--- config.mk ---
export PLATFORM = sky130hd
export DESIGN_NAME = sram_dual_arbiter
export DESIGN_NICKNAME = d
export VERILOG_FILES = /design/src/rtl/sram_dual_arbiter.sv
export SDC_FILE = /design/constraint.sdc
export NUM_CORES = 1
export LEC_CHECK = 0
export ABC_AREA = 1
export BUFFER_PORTS_ARGS = -buffer_cell sky130_fd_sc_hd__buf_2
export CORE_AREA = 2 2 102 104
export CTS_BUF_LIST = sky130_fd_sc_hd__clkbuf_4 sky130_fd_sc_hd__clkbuf_8
export DETAILED_ROUTE_END_ITERATION = 7
export DIE_AREA = 0 0 104 106
export SETUP_SLACK_MARGIN = 0.05
export SKIP_LAST_GASP = 1
export SLEW_MARGIN = 15
export SYNTH_ARGS = -nofsm -noshare
export SYNTH_HDL_FRONTEND = slang
export SYNTH_SLANG_ARGS = --single-unit
--- constraint.sdc ---
create_clock -name HCLK -period 1.9 [get_ports HCLK]
set_input_delay 0.19 -clock HCLK [delete_from_list [all_inputs] [get_ports HCLK]]
set_output_delay 0.19 -clock HCLK [all_outputs]
set_load 0.03 [all_outputs]
--- src/rtl/sram_dual_arbiter.sv ---
// rtl/sram_dual_arbiter.sv - round-robin arbiter sharing one pipelined-read SRAM between two ports
//
// Purpose:
//   Grants one of two requesters per cycle onto a single-port SRAM. Port 0 is
//   the CPU-side bridge; port 1 is the DMA / debug loader. Ties are broken
//   round-robin. A granted owner holding LOCK keeps the SRAM for up to
//   MAX_BURST consecutive grants while the other port waits; after that the
//   other port gets one grant. Read data returns one cycle after the grant and
//   is steered to the port that issued the read.
//
// Ports:
//   HCLK, HRESETn             clock (also clocks the SRAM), async active-low reset
//   REQx, LOCKx               request (held until granted), keep-grant hint
//   WRITEx, ADDRx, WDATAx     access direction, word address, write data
//   WSTRBx                    byte strobes, used on writes only
//   GNTx                      access accepted this cycle (combinational)
//   RVALIDx, RDATAx           read response, one cycle after the read grant
//   SRAM_CS/ADDR/WDATA/WREN   SRAM command, driven from the granted port
//   SRAM_RDATA                SRAM read data, one cycle after the address

module sram_dual_arbiter #(
  parameter int AW        = 16,
  parameter int MAX_BURST = 8
) (
  input  logic          HCLK,
  input  logic          HRESETn,

  input  logic          REQ0,
  input  logic          LOCK0,
  input  logic          WRITE0,
  input  logic [AW-1:0] ADDR0,
  input  logic [31:0]   WDATA0,
  input  logic [3:0]    WSTRB0,
  output logic          GNT0,
  output logic          RVALID0,
  output logic [31:0]   RDATA0,

  input  logic          REQ1,
  input  logic          LOCK1,
  input  logic          WRITE1,
  input  logic [AW-1:0] ADDR1,
  input  logic [31:0]   WDATA1,
  input  logic [3:0]    WSTRB1,
  output logic          GNT1,
  output logic          RVALID1,
  output logic [31:0]   RDATA1,

  output logic          SRAM_CS,
  output logic [AW-1:0] SRAM_ADDR,
  output logic [31:0]   SRAM_WDATA,
  output logic [3:0]    SRAM_WREN,
  input  logic [31:0]   SRAM_RDATA
);

  typedef enum logic [1:0] {
    ST_IDLE = 2'd0,
    ST_OWN0 = 2'd1,
    ST_OWN1 = 2'd2
  } state_e;

  // burst_cnt counts grants after the first one of a run, so a run may
  // continue while it is below MAX_BURST-1 (i.e. MAX_BURST grants total).
  localparam logic [7:0] BURST_LIM = 8'(MAX_BURST - 1);

  state_e     state_q, state_d;
  logic       rr_last_q, rr_last_d;
  logic [7:0] burst_cnt_q, burst_cnt_d;
  logic [1:0] rd_pend_q, rd_pend_d;

  logic keep0, keep1;
  logic gnt0_raw, gnt1_raw;
  logic gnt0, gnt1;

  // ---------------------------------------------------------------------------
  // Grant decision
  // ---------------------------------------------------------------------------
  always_comb begin
    // A locked owner only keeps priority while it was granted last cycle and
    // its run has not reached the cap. keep0/keep1 are exclusive by state.
    keep0 = (state_q == ST_OWN0) && LOCK0 && (burst_cnt_q < BURST_LIM);
    keep1 = (state_q == ST_OWN1) && LOCK1 && (burst_cnt_q < BURST_LIM);

    gnt0_raw = 1'b0;
    gnt1_raw = 1'b0;
    if (REQ0 && REQ1) begin
      if (keep0) begin
        gnt0_raw = 1'b1;
      end else if (keep1) begin
        gnt1_raw = 1'b1;
      end else if (rr_last_q) begin
        gnt0_raw = 1'b1;
      end else begin
        gnt1_raw = 1'b1;
      end
    end else begin
      // With a single requester LOCK is irrelevant: nobody is blocked.
      gnt0_raw = REQ0;
      gnt1_raw = REQ1;
    end
  end

  // Grants (and therefore the SRAM command) are forced off while reset is low.
  assign gnt0 = gnt0_raw & HRESETn;
  assign gnt1 = gnt1_raw & HRESETn;

  assign GNT0 = gnt0;
  assign GNT1 = gnt1;

  // ---------------------------------------------------------------------------
  // SRAM command mux
  // ---------------------------------------------------------------------------
  // Address and write data default to port 0 when idle; only CS/WREN qualify
  // the access, so there is no need to park them elsewhere.
  assign SRAM_CS    = gnt0 | gnt1;
  assign SRAM_ADDR  = gnt1 ? ADDR1  : ADDR0;
  assign SRAM_WDATA = gnt1 ? WDATA1 : WDATA0;

  always_comb begin
    SRAM_WREN = 4'b0000;
    if (gnt1) begin
      SRAM_WREN = WSTRB1 & {4{WRITE1}};
    end else if (gnt0) begin
      SRAM_WREN = WSTRB0 & {4{WRITE0}};
    end
  end

  // ---------------------------------------------------------------------------
  // Read return path
  // ---------------------------------------------------------------------------
  // rd_pend remembers which port issued last cycle's read; the SRAM output is
  // steered to that port only, the other port sees zero.
  assign RVALID0 = rd_pend_q[0];
  assign RVALID1 = rd_pend_q[1];
  assign RDATA0  = rd_pend_q[0] ? SRAM_RDATA : 32'h0;
  assign RDATA1  = rd_pend_q[1] ? SRAM_RDATA : 32'h0;

  // ---------------------------------------------------------------------------
  // Next-state logic
  // ---------------------------------------------------------------------------
  always_comb begin
    state_d     = ST_IDLE;
    rr_last_d   = rr_last_q;
    burst_cnt_d = 8'd0;

    if (gnt0) begin
      state_d   = ST_OWN0;
      rr_last_d = 1'b0;
      if (state_q == ST_OWN0) begin
        burst_cnt_d = (burst_cnt_q == 8'hFF) ? burst_cnt_q : burst_cnt_q + 8'd1;
      end
    end else if (gnt1) begin
      state_d   = ST_OWN1;
      rr_last_d = 1'b1;
      if (state_q == ST_OWN1) begin
        burst_cnt_d = (burst_cnt_q == 8'hFF) ? burst_cnt_q : burst_cnt_q + 8'd1;
      end
    end

    rd_pend_d = {gnt1 & ~WRITE1, gnt0 & ~WRITE0};
  end

  // ---------------------------------------------------------------------------
  // State registers
  // ---------------------------------------------------------------------------
  // rr_last resets to 1 so that port 0 wins the first tie after reset.
  always_ff @(posedge HCLK or negedge HRESETn) begin
    if (!HRESETn) begin
      state_q     <= ST_IDLE;
      rr_last_q   <= 1'b1;
      burst_cnt_q <= 8'd0;
      rd_pend_q   <= 2'b00;
    end else begin
      state_q     <= state_d;
      rr_last_q   <= rr_last_d;
      burst_cnt_q <= burst_cnt_d;
      rd_pend_q   <= rd_pend_d;
    end
  end

endmodule
# Yosys cells after proc, flatten, opt, wreduce, memory -nomap -nowiden
# Index checks and enable logic that the tools add are counted.
[totals]
output_inout_bits = 121
reg_bits = 13
[classes]
n_lt_le_gt_ge = 1
eq_ne = 3
n_addsub = 1
reduce_logical = 6
bitwise = 9
n_mux = 23
[ops]
columns = ["operator", "count"]
rows = [
  ["two-way mux 32 bit", 3],
  ["two-way mux 8 bit", 5],
  ["two-way mux 16 bit", 1],
  ["two-way mux 1 bit", 10],
  ["adder 8 x 1 -> 8 bit, second input constant", 1],
  ["bitwise AND 4 bit", 2],
  ["== test 8 bit, second input constant", 1],
  ["< comparator 8 x 3 -> 1 bit, second input constant", 1],
  ["two-way mux 4 bit", 2],
  ["logical AND 1 bit", 5],
  ["bitwise AND 1 bit", 4],
  ["two-way mux 2 bit", 2],
  ["== test 2 x 1 -> 1 bit, second input constant", 1],
  ["== test 2 bit, second input constant", 1],
  ["inverter 1 bit", 2],
  ["nonzero test 2 bit", 1],
  ["OR 1 bit", 1],
]

# Longest topological paths before layout
[depth]
ltp_word = 9
mapped_depth = 12
mapped_depth_nobuf = 11

# Least setup slack after synthesis
# No wires, ideal clock.
[synth_timing]
path_type = "register to output"
from = "reg burst_cnt_q[0]"
to = "out SRAM_ADDR[10]"
arrival_time_ns = 1.661
required_ns = 1.710
stages_incl_launch_ff = 12
path_slack_ns = 0.049
path_cell_list = "dfrtp_1 > ha_1 > nand2_2 > nand2_1 > nor2_1 > nand2_1 > nand2_1 > nand2_2 > nand2_4 > buf_2 > nand3_1 > nand2_1"
[synth_via]
elab_chain_len = 7
elab_cells_between_ends = 8
classes_between = "order compare: 1; mux: 4; bitwise: 1; reduce/logical: 2"
[synth_rtl]
columns = ["item", "line", "text"]
rows = [
  ["from (decl)", "67", "logic [7:0] burst_cnt_q, burst_cnt_d;"],
  ["from (signal assigned)", "175", "burst_cnt_q <= burst_cnt_d;"],
  ["< comparator 8 x 3 -> 1 bit (*)", "80, 81", ""],
  ["logical AND 1 bit", "81", "keep1 = (state_q == ST_OWN1) && LOCK1 && (burst_cnt_q < BURST_LIM);"],
  ["two-way mux 1 bit", "88", "end else if (keep1) begin"],
  ["two-way mux 1 bit (*)", "86", "if (keep0) begin"],
  ["two-way mux 1 bit (*)", "85", "if (REQ0 && REQ1) begin"],
  ["bitwise AND 1 bit (*)", "104", "assign gnt1 = gnt1_raw & HRESETn;"],
  ["two-way mux 16 bit (*)", "115", "assign SRAM_ADDR = gnt1 ? ADDR1 : ADDR0;"],
  ["to (decl)", "49", "output logic [AW-1:0] SRAM_ADDR,"],
]
# Every way passes the cells marked *; elsewhere a longest branch is shown, timed or not.

# Final worst setup path
[layout_timing]
from = "reg burst_cnt_q[1]"
to = "out SRAM_WDATA[5]"
[layout_via]
elab_chain_len = 7
elab_cells_between_ends = 8
classes_between = "order compare: 1; mux: 4; bitwise: 1; reduce/logical: 2"
[layout_rtl]
columns = ["item", "line", "text"]
rows = [
  ["< comparator 8 x 3 -> 1 bit (*)", "80, 81", ""],
  ["logical AND 1 bit", "81", ""],
  ["two-way mux 1 bit", "88", ""],
  ["two-way mux 1 bit (*)", "86", ""],
  ["two-way mux 1 bit (*)", "85", ""],
  ["bitwise AND 1 bit (*)", "104", ""],
  ["two-way mux 32 bit (*)", "116", "assign SRAM_WDATA = gnt1 ? WDATA1 : WDATA0;"],
  ["to (decl)", "50", "output logic [31:0] SRAM_WDATA,"],
]
# Marked as above.

==> impl_results.md <==
- Final setup margin: -0.265 ns
- Global-route wire length before repair: 15.1 mm
- Post-Place Cells: 842
- Setup Viol. Count Final: 54
- CP Class: reg -> out
- Place WS: -0.0682 ns
- Vias per inst: 4.23
- R2R setup slack: 0.14 ns
- I/O Buffers: 264
- Layout cell share with drive strength beyond 1: 50.1%
- RSZ-0062 raised after global routing: true
- Failing checks: setup timing
- Vias in the first global route: 3256
- Rows: 37
- Most frequent cells in the layout: 210 x buf_2, 155 x nand2_1, 76 x inv_1
- Placer congestion estimate: 0.827
- Clk network pwr share: 15.4%
- Max incr delay on CP: 0.39 ns
- Worst-path clk slew: 0.06 ns
- All-Layer GR Usage: 16.4%
- Mapped Area: 2170 sq um
- Total Nets Final: 866
- Worst clock skew: 0.00231 ns
- Yosys warns: 0
- Comb pwr share: 67.0%
- Ys flop type: dfrtp_1
- Slew margin rel.: 59.8%
- Reg-to-reg endpoint: burst_cnt_q[7]
- Fillers: 1107
- DRT iter0 DRCs: 204
- Synth Register Bits: 13
- CTS Sinks: 13
- CP Cell Sequence: ha_2, nand2_2, nand2_2, nor2_4, nand3_2, nand2_4, nand2_8, nand2_8, buf_12, nand2_1, nand2_2, buf_4
- Drt wl/cell: 11.5 um
- Largest net degree at the start of global routing: 34
- Syn nets: 588
- Slew Limit Fails: 0
- Final Cycle Share: 114%
- WP data required: 1.71 ns
- Final Hold Fails: 0
- Post-synth EDFFs: 0
- CTS tree: done
- Setup crit end kind: output port
- Most common cell on crit path: nand2_2
- Tot Pwr: 1.66 mW
- CP max-delay cell: dfrtp_1
- Synth unique cells: 24
- Tightest Pin Transition: 0.600 ns
- Syn avg cell area: 4.91 sq um
- CP startpoint: burst_cnt_q[1]
- Placed cell area: 3890 sq um
- Most common cell after layout, fill and taps aside: buf_2
- Worst path depth: 12
- Final min period: 2.16 ns
- Outcome: finished, violations left
- MaxCap Viol Count: 0
- H-Tree Depth: 1
- Synthesized instance count: 443
- CP max FO: 17
- Initial Utilization: 21.7%
- Drt pass-1 iters: 4
- FF-to-FF Start: burst_cnt_q[1]
- HPWL after DPL: 7.75 mm
- Startpoint types: flip-flop
- Power share of the sequential group: 17.6%
- Static Leak: 3.02 nW
- Vias: 3625
- Later-pin clock latency in the skew report: 0.25 ns
- Register area share after synthesis: 15.0%
- Critical path data arrival time: 1.97 ns
- Layout Utilization: 43.0%
- Int Pwr: 0.883 mW
- Post-route cell area: 4300 sq um
- Ys async rst share: 100%
- Cell Pwr Density: 385 nW/um^2
- Core area: 10000 sq um
- Peak VDD IR: 177 uV
- WP buf/inv: 2
- Net Sw Frac: 46.7%
- Maximum clock path buffer count: 2
- Antenna violations before repair: 2
- Routed Wire Length: 9.90 mm
- Net Switching: 0.774 mW
- Critical path endpoint: SRAM_WDATA[5]
- Total negative slack: -12.42 ns
- # DRC: 0
- I/O pin total: 265
- TritonCTS buffer count: 3
- Root Buffer: clkbuf_8
- WHS: 0.150 ns
- Die Area: 11000 sq um
- Crit path max-delay family: simple AND/OR/NAND/NOR gates
- Die H: 106 um
- Worst hold-check path type: in -> reg
- Synthesis-to-finish area growth: 97.8%
- R2R depth: 13
- Grt ovf: 0
- Final cell count without fillers: 857
- Antenna viol nets, final: 0
- Width of the die: 104 um
- Fmax: 0.462 GHz
-- kinds of logic (layout without fill, tap and decap cells) --
group | Yosys count | in the layout | share of synthesized area, %
other cells | 0 | 1 | 0
simple gates | 312 | 312 | 60.6
compound gates | 11 | 11 | 2.65
xor+xnor | 2 | 2 | 0.806
fa+ha+maj | 1 | 1 | 0.576
flops | 13 | 13 | 15.0
buf+inv | 104 | 381 | 20.4
-- how the worst min path moves through the flow --
stage,start,to,slack [ns],depth (start not counted)
2_1_floorplan,HRESETn,burst_cnt_q[0],-0.11,0
3_5_place_dp,HRESETn,rd_pend_q[1],0.16,2
3_3_place_gp,HRESETn,rd_pend_q[1],0.16,2
6_report,WRITE0,rd_pend_q[0],0.15,2
5_1_grt,WRITE0,rd_pend_q[0],0.16,2
4_1_cts,WRITE1,rd_pend_q[1],0.15,2
-- area by class of cell --
class                           instances  area [sq um]  area share [%]
Antenna cell                            1          2.50          0.0582
Timing Repair Buffer                  299          1890            43.9
Clock buffer                            3          41.3           0.960
Sequential cell                        13           327            7.60
Inverter                               78           293            6.81
Tap cell                              136           170            3.96
Clock inverter                          1          5.00           0.116
Multi-Input combinational cell        326          1570            36.6
-- power groups by stage --
stage	sequential (mW)	clock [mW]	combinational, mW
2_1_floorplan	0.300	0	0.582
3_3_place_gp	0.295	0	0.974
3_5_place_dp	0.295	0	0.972
4_1_cts	0.290	0.259	1.10
5_1_grt	0.292	0.274	1.19
6_report	0.291	0.255	1.11
-- state kept, by name, summed over array words and instances (netlist names) --
register     flops
rr_last_q        1
state_q          2
rd_pend_q        2
burst_cnt_q      8
-- repair_timing --
item / 4_1_cts / 5_1_grt
endpoints found under the hold margin: 12 / 0
setup buffers: 5 / 1
hold buffers: 2 / 0
gates resized for setup: 77 / 6
cloned: 1 / 1
setup endpoints to repair: 54 / 63
pin swaps: 2 / 1
-- routing by layer --
metal  wire length (um)  vias up  GRT usage, %
li1                   -     1883             -
met1               3880     1532          19.4
met2               5040      191          30.5
met3                774       17          2.15
met4                193        2          5.12
met5                 13        -             0
-- synthesized netlist by cell type (2+ instances only) --
master | count | share of area [%]
a21oi_1 | 7 | 1.6
clkbuf_1 | 13 | 2.2
nand3_1 | 71 | 16
inv_1 | 77 | 13
nand2_4 | 2 | 1.0
nand3b_1 | 8 | 2.8
buf_6 | 5 | 2.6
nor2_1 | 23 | 4.0
buf_2 | 6 | 1.4
buf_4 | 2 | 0.69
dfrtp_1 | 12 | 14
nand2_1 | 203 | 35
nand2_2 | 2 | 0.58
o21ai_0 | 2 | 0.46
Power figures use the tool's default switching activity.
